**config.mk**
```make
export PLATFORM = sky130hd
export DESIGN_NAME = perceptron_sample_loader
export DESIGN_NICKNAME = d
export VERILOG_FILES = /design/src/rtl/perceptron_sample_loader.sv
export SDC_FILE = /design/constraint.sdc
export NUM_CORES = 1
export LEC_CHECK = 0
export ABC_AREA = 1
export CORE_UTILIZATION = 45
export CTS_CLUSTER_DIAMETER = 60
export CTS_CLUSTER_SIZE = 20
export DETAILED_ROUTE_END_ITERATION = 7
export PLACE_DENSITY_LB_ADDON = 0.08
export SETUP_SLACK_MARGIN = 0.3
export SYNTH_ARGS = -nofsm -noshare
export SYNTH_HDL_FRONTEND = slang
export SYNTH_SLANG_ARGS = --single-unit
```
**constraint.sdc**
```tcl
create_clock -name clk -period 2.2 [get_ports clk]
set_clock_uncertainty 0.1 [all_clocks]
set_input_delay 0.66 -clock clk [delete_from_list [all_inputs] [get_ports clk]]
set_output_delay 0.66 -clock clk [all_outputs]
set_load 0.02 [all_outputs]
```
**src/rtl/perceptron_sample_loader.sv**
```systemverilog
// Byte-stream front end for the perceptron: assembles 2-byte frames into samples,
// queues them in a small FIFO and applies each one for HOLD_CYCLES cycles.
module perceptron_sample_loader #(
  parameter int DEPTH       = 4,
  parameter int HOLD_CYCLES = 4
) (
  input  logic                     clk,
  input  logic                     reset,
  input  logic [7:0]               data_in,
  input  logic                     data_valid,
  output logic                     data_ready,
  input  logic                     flush,
  output logic [6:0]               pc_in,
  output logic [7:0]               pc_threshold,
  output logic                     pc_exp_res,
  output logic                     sample_strobe,
  output logic                     busy,
  output logic                     empty,
  output logic                     full,
  output logic [$clog2(DEPTH):0]   count
);

  localparam int AW = $clog2(DEPTH);
  localparam int CW = (HOLD_CYCLES > 1) ? $clog2(HOLD_CYCLES) : 1;
  localparam logic [CW-1:0] HOLD_LOAD = CW'(HOLD_CYCLES - 1);
  localparam logic [AW:0]   DEPTH_CNT = (AW+1)'(DEPTH);

  typedef struct packed {
    logic [7:0] threshold;
    logic       exp_res;
    logic [6:0] in;
  } sample_t;

  typedef enum logic [1:0] {IDLE, APPLY, HOLD} state_t;

  logic          phase_q, phase_d;
  logic [7:0]    byte0_q, byte0_d;
  logic          xfer, push, pop;
  sample_t       mem_q [DEPTH];
  logic [AW-1:0] wr_ptr_q, wr_ptr_d, rd_ptr_q, rd_ptr_d;
  logic [AW:0]   count_q, count_d;
  logic          empty_q, empty_d, full_q, full_d;
  state_t        state_q, state_d;
  logic [CW-1:0] hold_q, hold_d;
  sample_t       pc_q, pc_d;

  // Backpressure ignores frame phase, so a full FIFO stalls byte0 as well as byte1.
  assign xfer = data_valid && !full_q;
  assign push = xfer && phase_q && !flush;

  always_comb begin
    phase_d = phase_q;
    byte0_d = byte0_q;
    if (flush) begin
      phase_d = 1'b0;
    end else if (xfer) begin
      phase_d = !phase_q;
      if (!phase_q) byte0_d = data_in;
    end
  end

  always_comb begin
    wr_ptr_d = wr_ptr_q;
    rd_ptr_d = rd_ptr_q;
    count_d  = count_q;
    if (push) wr_ptr_d = wr_ptr_q + AW'(1);
    if (pop)  rd_ptr_d = rd_ptr_q + AW'(1);
    case ({push, pop})
      2'b10:   count_d = count_q + (AW+1)'(1);
      2'b01:   count_d = count_q - (AW+1)'(1);
      default: count_d = count_q;
    endcase
    if (flush) begin
      wr_ptr_d = '0;
      rd_ptr_d = '0;
      count_d  = '0;
    end
    empty_d = (count_d == '0);
    full_d  = (count_d == DEPTH_CNT);
  end

  // APPLY and HOLD share the exit rule, which makes HOLD_CYCLES=1 fall out naturally.
  always_comb begin
    state_d = state_q;
    hold_d  = hold_q;
    pc_d    = pc_q;
    pop     = 1'b0;
    case (state_q)
      IDLE: pop = !empty_q;
      APPLY, HOLD: begin
        if (hold_q == '0) begin
          pop = !empty_q;
          if (empty_q) state_d = IDLE;
        end else begin
          hold_d  = hold_q - CW'(1);
          state_d = HOLD;
        end
      end
      default: state_d = IDLE;
    endcase
    if (pop) begin
      state_d = APPLY;
      hold_d  = HOLD_LOAD;
      pc_d    = mem_q[rd_ptr_q];
    end
  end

  always_ff @(posedge clk) begin
    if (reset) begin
      phase_q  <= 1'b0;
      byte0_q  <= '0;
      wr_ptr_q <= '0;
      rd_ptr_q <= '0;
      count_q  <= '0;
      empty_q  <= 1'b1;
      full_q   <= 1'b0;
      state_q  <= IDLE;
      hold_q   <= '0;
      pc_q     <= '0;
    end else begin
      phase_q  <= phase_d;
      byte0_q  <= byte0_d;
      wr_ptr_q <= wr_ptr_d;
      rd_ptr_q <= rd_ptr_d;
      count_q  <= count_d;
      empty_q  <= empty_d;
      full_q   <= full_d;
      state_q  <= state_d;
      hold_q   <= hold_d;
      pc_q     <= pc_d;
    end
  end

  always_ff @(posedge clk) begin
    if (!reset && push) mem_q[wr_ptr_q] <= {data_in, byte0_q};
  end

  assign data_ready    = !full_q;
  assign empty         = empty_q;
  assign full          = full_q;
  assign count         = count_q;
  assign busy          = (state_q != IDLE);
  assign sample_strobe = (state_q == APPLY);
  assign pc_in         = pc_q.in;
  assign pc_threshold  = pc_q.threshold;
  assign pc_exp_res    = pc_q.exp_res;

endmodule

```
# Yosys cells after proc, flatten, opt, wreduce, memory -nomap -nowiden
# Memory sizes are Yosys's and may differ from the RTL's. A register that Yosys moved wholly into a read port is not among the register bits.
# Cells that the tools add are included.
# totals
mem_count	1
ff_bits	22
in_bits	12
ram_bits	64
word_cells	62
# memory_table
name	depth	width	read_ports	rd_ports_with_merged_regs	write_ports	line_no	source
mem_q	4	16	1	1	1	39	sample_t mem_q [DEPTH];
# op_classes
n_addsub	5
n_reduce_logical	21
mux	13
eq_ne	9
bitwise_logic	3
# op_table
cell	count
2-bit two-way mux	5
3-bit case mux with 2 select lines	1
2-bit AND reduction	3
2-bit OR reduction	3
1-bit zero test	5
2-bit by 1-bit adder with 2-bit output (second input constant)	2
2-bit by 1-bit equality test with 1-bit output (second input constant)	2
2-bit equality test (second input constant)	2
1-bit logical AND	4
2-bit zero test	2
1-bit two-way mux	4
2-bit != test (second input constant)	2
4-bit != test (second input constant)	1
2-bit case mux with 2 select lines	1
2-bit nonzero test	2
3-bit by 1-bit adder with 3-bit output (second input constant)	1
3-bit equality test (second input constant)	1
3-bit zero test	1
3-bit two-way mux	1
3-bit != test (second input constant)	1
1-bit inverter	3
3-bit AND reduction	1
3-bit by 1-bit subtractor with 3-bit output (second input constant)	1
1-bit case mux with 2 select lines	1
2-bit by 1-bit subtractor with 2-bit output (second input constant)	1

# Logic depth before layout (Yosys ltp)
# Gate-level depths: netlist (run 1).
# depth
ltp_word	8
mapped_depth	16
ltp_nobuf	15

# Worst setup path after synthesis (run 1)
# Ideal clock, no wire load.
# synth_timing
path_kind	reg-to-reg
from	register state_q[0]
to	register empty_q (netlist: empty)
path_stages_with_launch	17
t_arrival_ns	2.175
synth_period_minus_slack_ns	2.384
slack_ns	-0.184
t_required_ns	1.991
n_path_buf	1
cell_sequence	dfxtp_1 inv_1 ha_1 nand2_2 nand2_2 nand2_4 inv_8 buf_8 ha_1 fa_1 inv_1 nand2_1 nand3_1 nand2_1 nand2_1 nand2_1 inv_1
# synth_between
elab_chain_len	7
elab_cells_between_ends	10
cone_classes	4 x eq/ne; 3 x mux; 3 x reduce/logical
# synth_rtl
item	line_no	source
from (decl)	43	state_t state_q, state_d;
from (signal assigned)	128	state_q <= state_d;
2-bit by 1-bit equality test with 1-bit output / 2-bit equality test (equally long branches)	88	case (state_q)
2-bit OR reduction	88	
1-bit case mux with 2 select lines (*)	88	
via pop	38	logic xfer, push, pop;
2-bit by 1-bit equality test with 1-bit output / 2-bit equality test (equally long branches)	68	case ({push, pop})
3-bit case mux with 2 select lines (*)	68	
3-bit two-way mux (*)	73	if (flush) begin
3-bit zero test (*)	78	empty_d = (count_d == '0);
to (signal assigned)	126	empty_q <= empty_d;
to (decl)	42	logic empty_q, empty_d, full_q, full_d;
# Mark *: on every way through the listed nets, which the timed path passes. The rest lies on a longest branch.
# A chain may end at the register's enable or synchronous reset.

# Worst setup path after layout (run 1)
# layout_timing
from	register state_q[0]
to	register empty_q (netlist: empty)
# layout_between
elab_chain_len	7
elab_cells_between_ends	10
cone_classes	4 x eq/ne; 3 x mux; 3 x reduce/logical
# layout_rtl
item	line_no
2-bit by 1-bit equality test with 1-bit output / 2-bit equality test (equally long branches)	88
2-bit OR reduction	88
1-bit case mux with 2 select lines (*)	88
2-bit by 1-bit equality test with 1-bit output / 2-bit equality test (equally long branches)	68
3-bit case mux with 2 select lines (*)	68
3-bit two-way mux (*)	73
3-bit zero test (*)	78
# Mark *: on every way between the ends. The rest lies on a longest branch, timed or not.

==> Implementation_results.wiki, run 1 <==
{| class="wikitable"
! Metric !! Value
|-
| Htree depth || 3
|-
| I/O pins || 36
|-
| Post-placement worst setup slack || -0.507 ns
|-
| Final routed wirelength across all metal layers || 8850 um
|-
| Count of synthesis-stage warnings from yosys || 0
|-
| Worst reg2reg path depth || 15
|-
| Placement row count || 35
|-
| Count of final setup violators || 0
|-
| Die area || 9890 sq um
|-
| Ratio of cells with drive above 1 in the final layout || 0.241
|-
| Setup repair after global routing missed its margin || true
|-
| Final period demand of the worst path || 2.15 ns
|-
| Total of flip-flops plus latches after synthesis || 102
|-
| Total net switching power || 864 uW
|-
| Post-route ant nets || 0
|-
| CP Max Fanout || 3
|-
| Final total negative setup slack || 0 ns
|-
| Via total after detailed routing || 2972
|-
| Max stage delay on crit path || 0.52 ns
|-
| Initial DRC Count || 90
|-
| Count of pins over their slew limit || 0
|-
| Cells along the critical path || inv_2 -> ha_4 -> nand2_2 -> nand2_2 -> nand2_4 -> inv_8 -> ha_4 -> fa_2 -> inv_1 -> nand2_1 -> nand3_2 -> nand2_2 -> nand2_2 -> nand2_2 -> inv_2
|-
| Critical path's most frequent cell || sky130_fd_sc_hd__nand2_2
|-
| First-pass detailed-route iteration total || 4
|-
| Number of violations of the max-capacitance limit || 0
|-
| Clock root buffer master || sky130_fd_sc_hd__clkbuf_8
|-
| Cell area power density || 681 nW/um^2
|-
| All-Layer GR Usage || 0.190
|-
| Cells after synthesis || 419
|-
| Slack of the worst reg-to-reg path || 0.05 ns
|-
| Pin count of the biggest net entering global routing || 35
|-
| Post-route DRC violation count || 0
|-
| Internal power consumption || 2.75 mW
|-
| Core Box Area || 9240 sq um
|-
| Total global routing overflow || 0
|-
| Clk slew on worst S/H paths || 0.09 ns
|-
| Hold Buf Count CTS || 0
|-
| Start point of the critical path || state_q[0]
|-
| Sequential power share || 0.581
|-
| Instance count after placement with tap cells included || 594
|-
| Proportion of synthesized chip area in sequential cells || 0.628
|-
| Run status || complete, no violations
|-
| Number of hold violations in the final report || 0
|-
| Mean post-synth cell area || 10.2 sq um
|-
| Detailed-route wire length per cell || 14.1 um
|-
| Peak VDD IR || 0.434 mV
|-
| Leakage Power || 2.10 nW
|-
| Number of sinks handled by clock tree synthesis || 102
|-
| Achievable Freq || 465 MHz
|-
| Number of port buffers || 35
|-
| CTS tree || yes
|-
| Combinational share of power || 0.099
|-
| Number of cells on the worst hold path || 2
|-
| Dpl hpwl || 5470 um
|-
| Initial antenna violation count || 0
|-
| Cell variety after synth || 29
|-
| Type of element launching the critical path || flop
|-
| Worst max-slew margin expressed relative to the limit || 0.539
|-
| # nets final || 515
|-
| Worst Path Required || 2.36 ns
|-
| Die height || 99.4 um
|-
| Top library cells by usage in the layout, fill and taps aside || 120 x sky130_fd_sc_hd__nand2_1, 64 x sky130_fd_sc_hd__edfxtp_1, 39 x sky130_fd_sc_hd__nor2_1
|-
| Weighted congestion at the end of routability-driven global placement || 0.753
|-
| Critical path class || flop to flop
|-
| Switching share of power || 0.239
|-
| Clk Latency, worst-skew pair || 0.35 ns
|-
| Crit share post-route || 0.977
|-
| Inserted Clock Buffers || 9
|-
| WHS Endpoint || pc_threshold[5]
|-
| Number of global-route vias before repair || 2913
|-
| Cell area after synthesis || 4270 sq um
|-
| Library cell contributing the largest single delay on the critical path || sky130_fd_sc_hd__fa_2
|-
| Die W || 99.4 um
|-
| Most frequent standard cell in the layout excluding fill and tap cells || sky130_fd_sc_hd__nand2_1
|-
| Setup WS post-layout || 0.0496 ns
|-
| Initial Util || 0.462
|-
| Critical register-to-register path startpoint || state_q[0]
|-
| Growth of design area from synthesis to finish || 24.0%
|-
| WP data arrival || 2.31 ns
|-
| Final antenna diode count || 0
|-
| Part of the power in the clock network || 0.320
|-
| R2r endpoint || empty
|-
| Crit path capture type || flop
|-
| Via-to-Cell Ratio || 4.74
|-
| Number of buffers on the longest clock path || 2
|-
| Final cell count without fillers || 627
|-
| Hold Crit Start || pc_threshold[5]
|-
| Least-Margin Pin Slew || 0.691 ns
|-
| Class of the worst hold path || flop to flop
|-
| Number of nets produced by synthesis || 441
|-
| Wire length of the first global-routing pass || 14200 um
|}
cells in the mapped netlist:
cell type	n	area share
sky130_fd_sc_hd__a21oi_1	28	0.033
sky130_fd_sc_hd__a21oi_2	1	0.0021
sky130_fd_sc_hd__a31oi_1	1	0.0015
sky130_fd_sc_hd__buf_12	1	0.0047
sky130_fd_sc_hd__buf_2	1	0.0012
sky130_fd_sc_hd__buf_4	1	0.0018
sky130_fd_sc_hd__buf_6	6	0.016
sky130_fd_sc_hd__buf_8	4	0.014
sky130_fd_sc_hd__clkbuf_1	1	0.00088
sky130_fd_sc_hd__clkbuf_8	3	0.0097
sky130_fd_sc_hd__dfxtp_1	38	0.18
sky130_fd_sc_hd__edfxtp_1	64	0.45
sky130_fd_sc_hd__fa_1	1	0.0047
sky130_fd_sc_hd__ha_1	9	0.026
sky130_fd_sc_hd__inv_1	26	0.023
sky130_fd_sc_hd__inv_2	2	0.0018
sky130_fd_sc_hd__inv_8	2	0.0053
sky130_fd_sc_hd__nand2_1	129	0.11
sky130_fd_sc_hd__nand2_2	14	0.020
sky130_fd_sc_hd__nand2_4	1	0.0026
sky130_fd_sc_hd__nand3_1	14	0.016
sky130_fd_sc_hd__nand4_1	1	0.0015
sky130_fd_sc_hd__nor2_1	45	0.040
sky130_fd_sc_hd__nor2_2	2	0.0029
sky130_fd_sc_hd__nor3_1	1	0.0012
sky130_fd_sc_hd__o21ai_0	8	0.0094
sky130_fd_sc_hd__o21ai_1	12	0.014
sky130_fd_sc_hd__or2_2	1	0.0015
sky130_fd_sc_hd__xor2_1	2	0.0041
what timing repair did:
| action | 4_1_cts | 5_1_grt |
|---|---|---|
| setup endpoints to repair | 93 | 63 |
| buffers inserted | 13 | 4 |
| pin swaps | 6 | 12 |
| gates resized for setup | 36 | 42 |
logic make-up after synthesis:
group           Yosys count  synth area share
simple gates            208             0.199
fa+ha+maj                10            0.0310
flops                   102             0.628
xor+xnor                  2           0.00410
compound gates           50            0.0597
buf+inv                  47            0.0779
stage by stage:
step                hold slack [ns]  instance area (sq um)  power, mW  utilization
global placement              0.367                   4920       2.48        0.533
global route                  0.421                   5300       3.75        0.574
detailed placement            0.371                   4920       2.49        0.533
CTS                           0.396                   5190       3.62        0.562
floorplan                     0.352                   4340       2.35            -
finish                        0.395                   5300       3.61        0.574
flip-flops by register name, indices dropped and copies added (netlist names):
signal	count
pc_in	7
wr_ptr_q	2
empty	1
state_q	2
pc_threshold	8
pc_exp_res	1
phase_q	1
byte0_q	8
full	1
mem_q	64
rd_ptr_q	2
count	3
hold_q	2
per-layer routing:
layer / GRT usage / routed length (um) / vias up
li1: - / - / 1507
met1: 0.267 / 4310 / 1416
met2: 0.298 / 4220 / 41
met3: 0.0267 / 230 / 8
met4: 0.0758 / 85 / 0
met5: 0 / 0 / -
worst max-delay path, delay by kind of cell (launching register included):
kind	cells	cell delay (ns)
fa+ha+maj	3	0.90
buf+inv	4	0.15
flops	1	0.36
simple gates	8	0.55
power groups by stage:
| stage | clock network [mW] | logic [mW] | registers, mW |
|---|---|---|---|
| after floorplan | 0 | 0.176 | 2.17 |
| after CTS | 1.17 | 0.342 | 2.10 |
| after detailed placement | 0 | 0.344 | 2.14 |
| after global routing | 1.25 | 0.395 | 2.10 |
| after global placement | 0 | 0.340 | 2.14 |
| final | 1.16 | 0.358 | 2.10 |
how the worst max path moves through the flow:
stage | end | cells after the start
2_1_floorplan | empty | 16
3_3_place_gp | empty | 15
3_5_place_dp | empty | 15
4_1_cts | empty | 15
5_1_grt | empty | 15
6_report | empty | 15
cell type report:
type / count / area [sq um]
repair buffers: 80 / 741
flip-flops and latches: 102 / 2690
clock inverters: 5 / 57.6
inverters: 30 / 130
multi-input cells: 270 / 1390
well taps: 129 / 161
clock buffers: 11 / 131
fillers: 819 / 3940
Power figures use the tool's default switching activity.
==> run 2: changes to the inputs <==
--- a/config.mk
+++ b/config.mk
@@ -10,7 +10,8 @@
 export CTS_CLUSTER_DIAMETER = 60
 export CTS_CLUSTER_SIZE = 20
 export DETAILED_ROUTE_END_ITERATION = 7
-export PLACE_DENSITY_LB_ADDON = 0.08
+export MAX_ROUTING_LAYER = met4
+export PLACE_DENSITY_LB_ADDON = 0.1
 export SETUP_SLACK_MARGIN = 0.3
 export SYNTH_ARGS = -nofsm -noshare
 export SYNTH_HDL_FRONTEND = slang
==> Implementation_results.wiki, run 2 (synthesis results as in run 1) <==
{| class="wikitable"
! Metric !! Value
|-
| Fill cell instance count of the final layout || 806
|-
| Pin count of the biggest net entering global routing || 35
|-
| All-Layer GR Usage || 0.191
|-
| Final antenna diode count || 0
|-
| Peak VDD IR || 0.340 mV
|-
| Crit path capture type || flop
|-
| Growth of design area from synthesis to finish || 23.0%
|-
| Largest register by flop count || mem_q
|-
| Via total after detailed routing || 2934
|-
| Power, Total || 3.60 mW
|-
| Hold Crit Start || pc_threshold[2]
|-
| Post-placement worst setup slack || -0.523 ns
|-
| Multi-input combinational cell area || 1380 sq um
|-
| Die area || 9890 sq um
|-
| Clk slew on worst S/H paths || 0.09 ns
|-
| CTS tree || yes
|-
| Number of hold violations in the final report || 0
|-
| Final period demand of the worst path || 2.15 ns
|-
| Dpl hpwl || 5060 um
|-
| Class of the worst hold path || flop to flop
|-
| Number of port buffers || 35
|-
| Number of violations of the max-capacitance limit || 0
|-
| Critical path class || flop to flop
|-
| Die W || 99.4 um
|-
| Final standard cell utilization of the core || 0.569
|-
| Crit share post-route || 0.977
|-
| R2r endpoint || empty
|-
| Via-to-Cell Ratio || 4.71
|-
| Initial antenna violation count || 0
|-
| Final cell count without fillers || 623
|-
| Hold Slack || 0.395 ns
|-
| Post-route ant nets || 0
|-
| Worst max-slew margin expressed relative to the limit || 0.745
|-
| Run status || complete, no violations
|-
| Clk Latency, worst-skew pair || 0.36 ns
|-
| Wire length of the first global-routing pass || 13700 um
|-
| Count of pins over their slew limit || 0
|-
| Leakage Power || 2.08 nW
|-
| Worst reg2reg path depth || 15
|-
| Number of buffers on the longest clock path || 2
|-
| Core Box Area || 9240 sq um
|-
| Worst Path Required || 2.36 ns
|-
| Weighted congestion at the end of routability-driven global placement || 0.786
|-
| Achievable Freq || 465 MHz
|-
| Library cell contributing the largest single delay on the critical path || sky130_fd_sc_hd__fa_2
|-
| Hold Buf Count CTS || 0
|-
| # nets final || 511
|-
| Number of cells on the worst hold path || 2
|-
| Type of element launching the critical path || flop
|-
| Setup repair after global routing missed its margin || true
|-
| Detailed-route wire length per cell || 13.7 um
|-
| Htree depth || 3
|-
| Slack of the worst reg-to-reg path || 0.05 ns
|-
| WHS Endpoint || pc_threshold[2]
|-
| Post-route DRC violation count || 0
|-
| Total global routing overflow || 0
|-
| First-pass detailed-route iteration total || 4
|-
| CP Max Fanout || 3
|-
| Top library cells by usage in the layout, fill and taps aside || 125 x sky130_fd_sc_hd__nand2_1, 64 x sky130_fd_sc_hd__edfxtp_1, 38 x sky130_fd_sc_hd__nor2_1
|-
| Critical register-to-register path startpoint || state_q[0]
|-
| Placement row count || 35
|-
| I/O pins || 36
|-
| Instance count after placement with tap cells included || 590
|-
| Inserted Clock Buffers || 9
|-
| WP data arrival || 2.31 ns
|-
| Start point of the critical path || state_q[0]
|-
| Final routed wirelength across all metal layers || 8510 um
|-
| Cell area power density || 686 nW/um^2
|-
| Initial Util || 0.462
|-
| Clock root buffer master || sky130_fd_sc_hd__clkbuf_8
|-
| Number of sinks handled by clock tree synthesis || 102
|-
| Die height || 99.4 um
|-
| Area taken by flip-flops and latches || 2690 sq um
|-
| Ratio of cells with drive above 1 in the final layout || 0.223
|-
| Count of final setup violators || 0
|-
| Least-Margin Pin Slew || 0.382 ns
|-
| Most frequent standard cell in the layout excluding fill and tap cells || sky130_fd_sc_hd__nand2_1
|-
| Cells along the critical path || inv_2 -> ha_4 -> nand2_4 -> nand2_4 -> nand2_4 -> inv_8 -> ha_4 -> fa_2 -> inv_1 -> nand2_1 -> nand3_2 -> nand2_2 -> nand2_1 -> nand2_1 -> inv_1
|-
| Initial DRC Count || 92
|-
| Number of global-route vias before repair || 2768
|-
| Setup WS post-layout || 0.0498 ns
|-
| Max stage delay on crit path || 0.51 ns
|-
| Number of flip-flops under the largest register name || 64
|}
run 2: changes by cell type in the layout (fill, tap and decap cells not counted), moves of 2 or more:
cell / change
sky130_fd_sc_hd__nand2_4: +2
sky130_fd_sc_hd__nor2_2: +2
sky130_fd_sc_hd__nand2_2: -7
sky130_fd_sc_hd__inv_2: -2
sky130_fd_sc_hd__nand2_1: +5
sky130_fd_sc_hd__buf_2: -2
sky130_fd_sc_hd__inv_1: +2
run 2: worst max-delay path by stage:
| stage | cells after the start | endpoint | slack (ns) |
|---|---|---|---|
| finish | 15 | empty | 0.05 |
| CTS | 15 | empty | 0.08 |
| detailed placement | 15 | empty | -0.52 |
| global placement | 15 | empty | -0.48 |
| global route | 15 | empty | -0.03 |
| floorplan | 16 | empty | -0.002 |
run 2: area by class of cell:
cell class	instances	area share
repair buffers	76	0.134
multi-input cells	270	0.263
clock inverters	5	0.0114
flip-flops and latches	102	0.511
well taps	129	0.0307
inverters	30	0.0248
clock buffers	11	0.0250
run 2: power breakdown:
group          switching [mW]  internal [mW]
clock                   0.616          0.531
sequential             0.0290           2.07
combinational           0.207          0.152
run 2: per-stage QoR:
step	area (sq um)	setup TNS (ns)
CTS	5160	0
global route	5260	-0.0330
floorplan	4340	-0.00179
finish	5260	0
detailed placement	4880	-12.14
global placement	4880	-12.38
run 2: routing by layer:
metal | vias to the layer above | wire length [um] | track usage
li1 | 1503 | - | -
met3 | 12 | 318 | 0.0295
met5 | - | 0 | -
met1 | 1359 | 3920 | 0.243
met2 | 60 | 4160 | 0.311
met4 | 0 | 114 | 0.0690
run 2: timing repair:
action,CTS,global route
pin swaps,7,7
resized for setup,35,37
setup endpoints to repair,93,59
setup buffers,14,3
run 2: worst max-delay path: cells and delay by family, from the launching register on:
family / cells / cell delay, ns
buffers and inverters: 4 / 0.17
and+or+nand+nor: 8 / 0.53
DFF: 1 / 0.36
adders and majority gates: 3 / 0.90
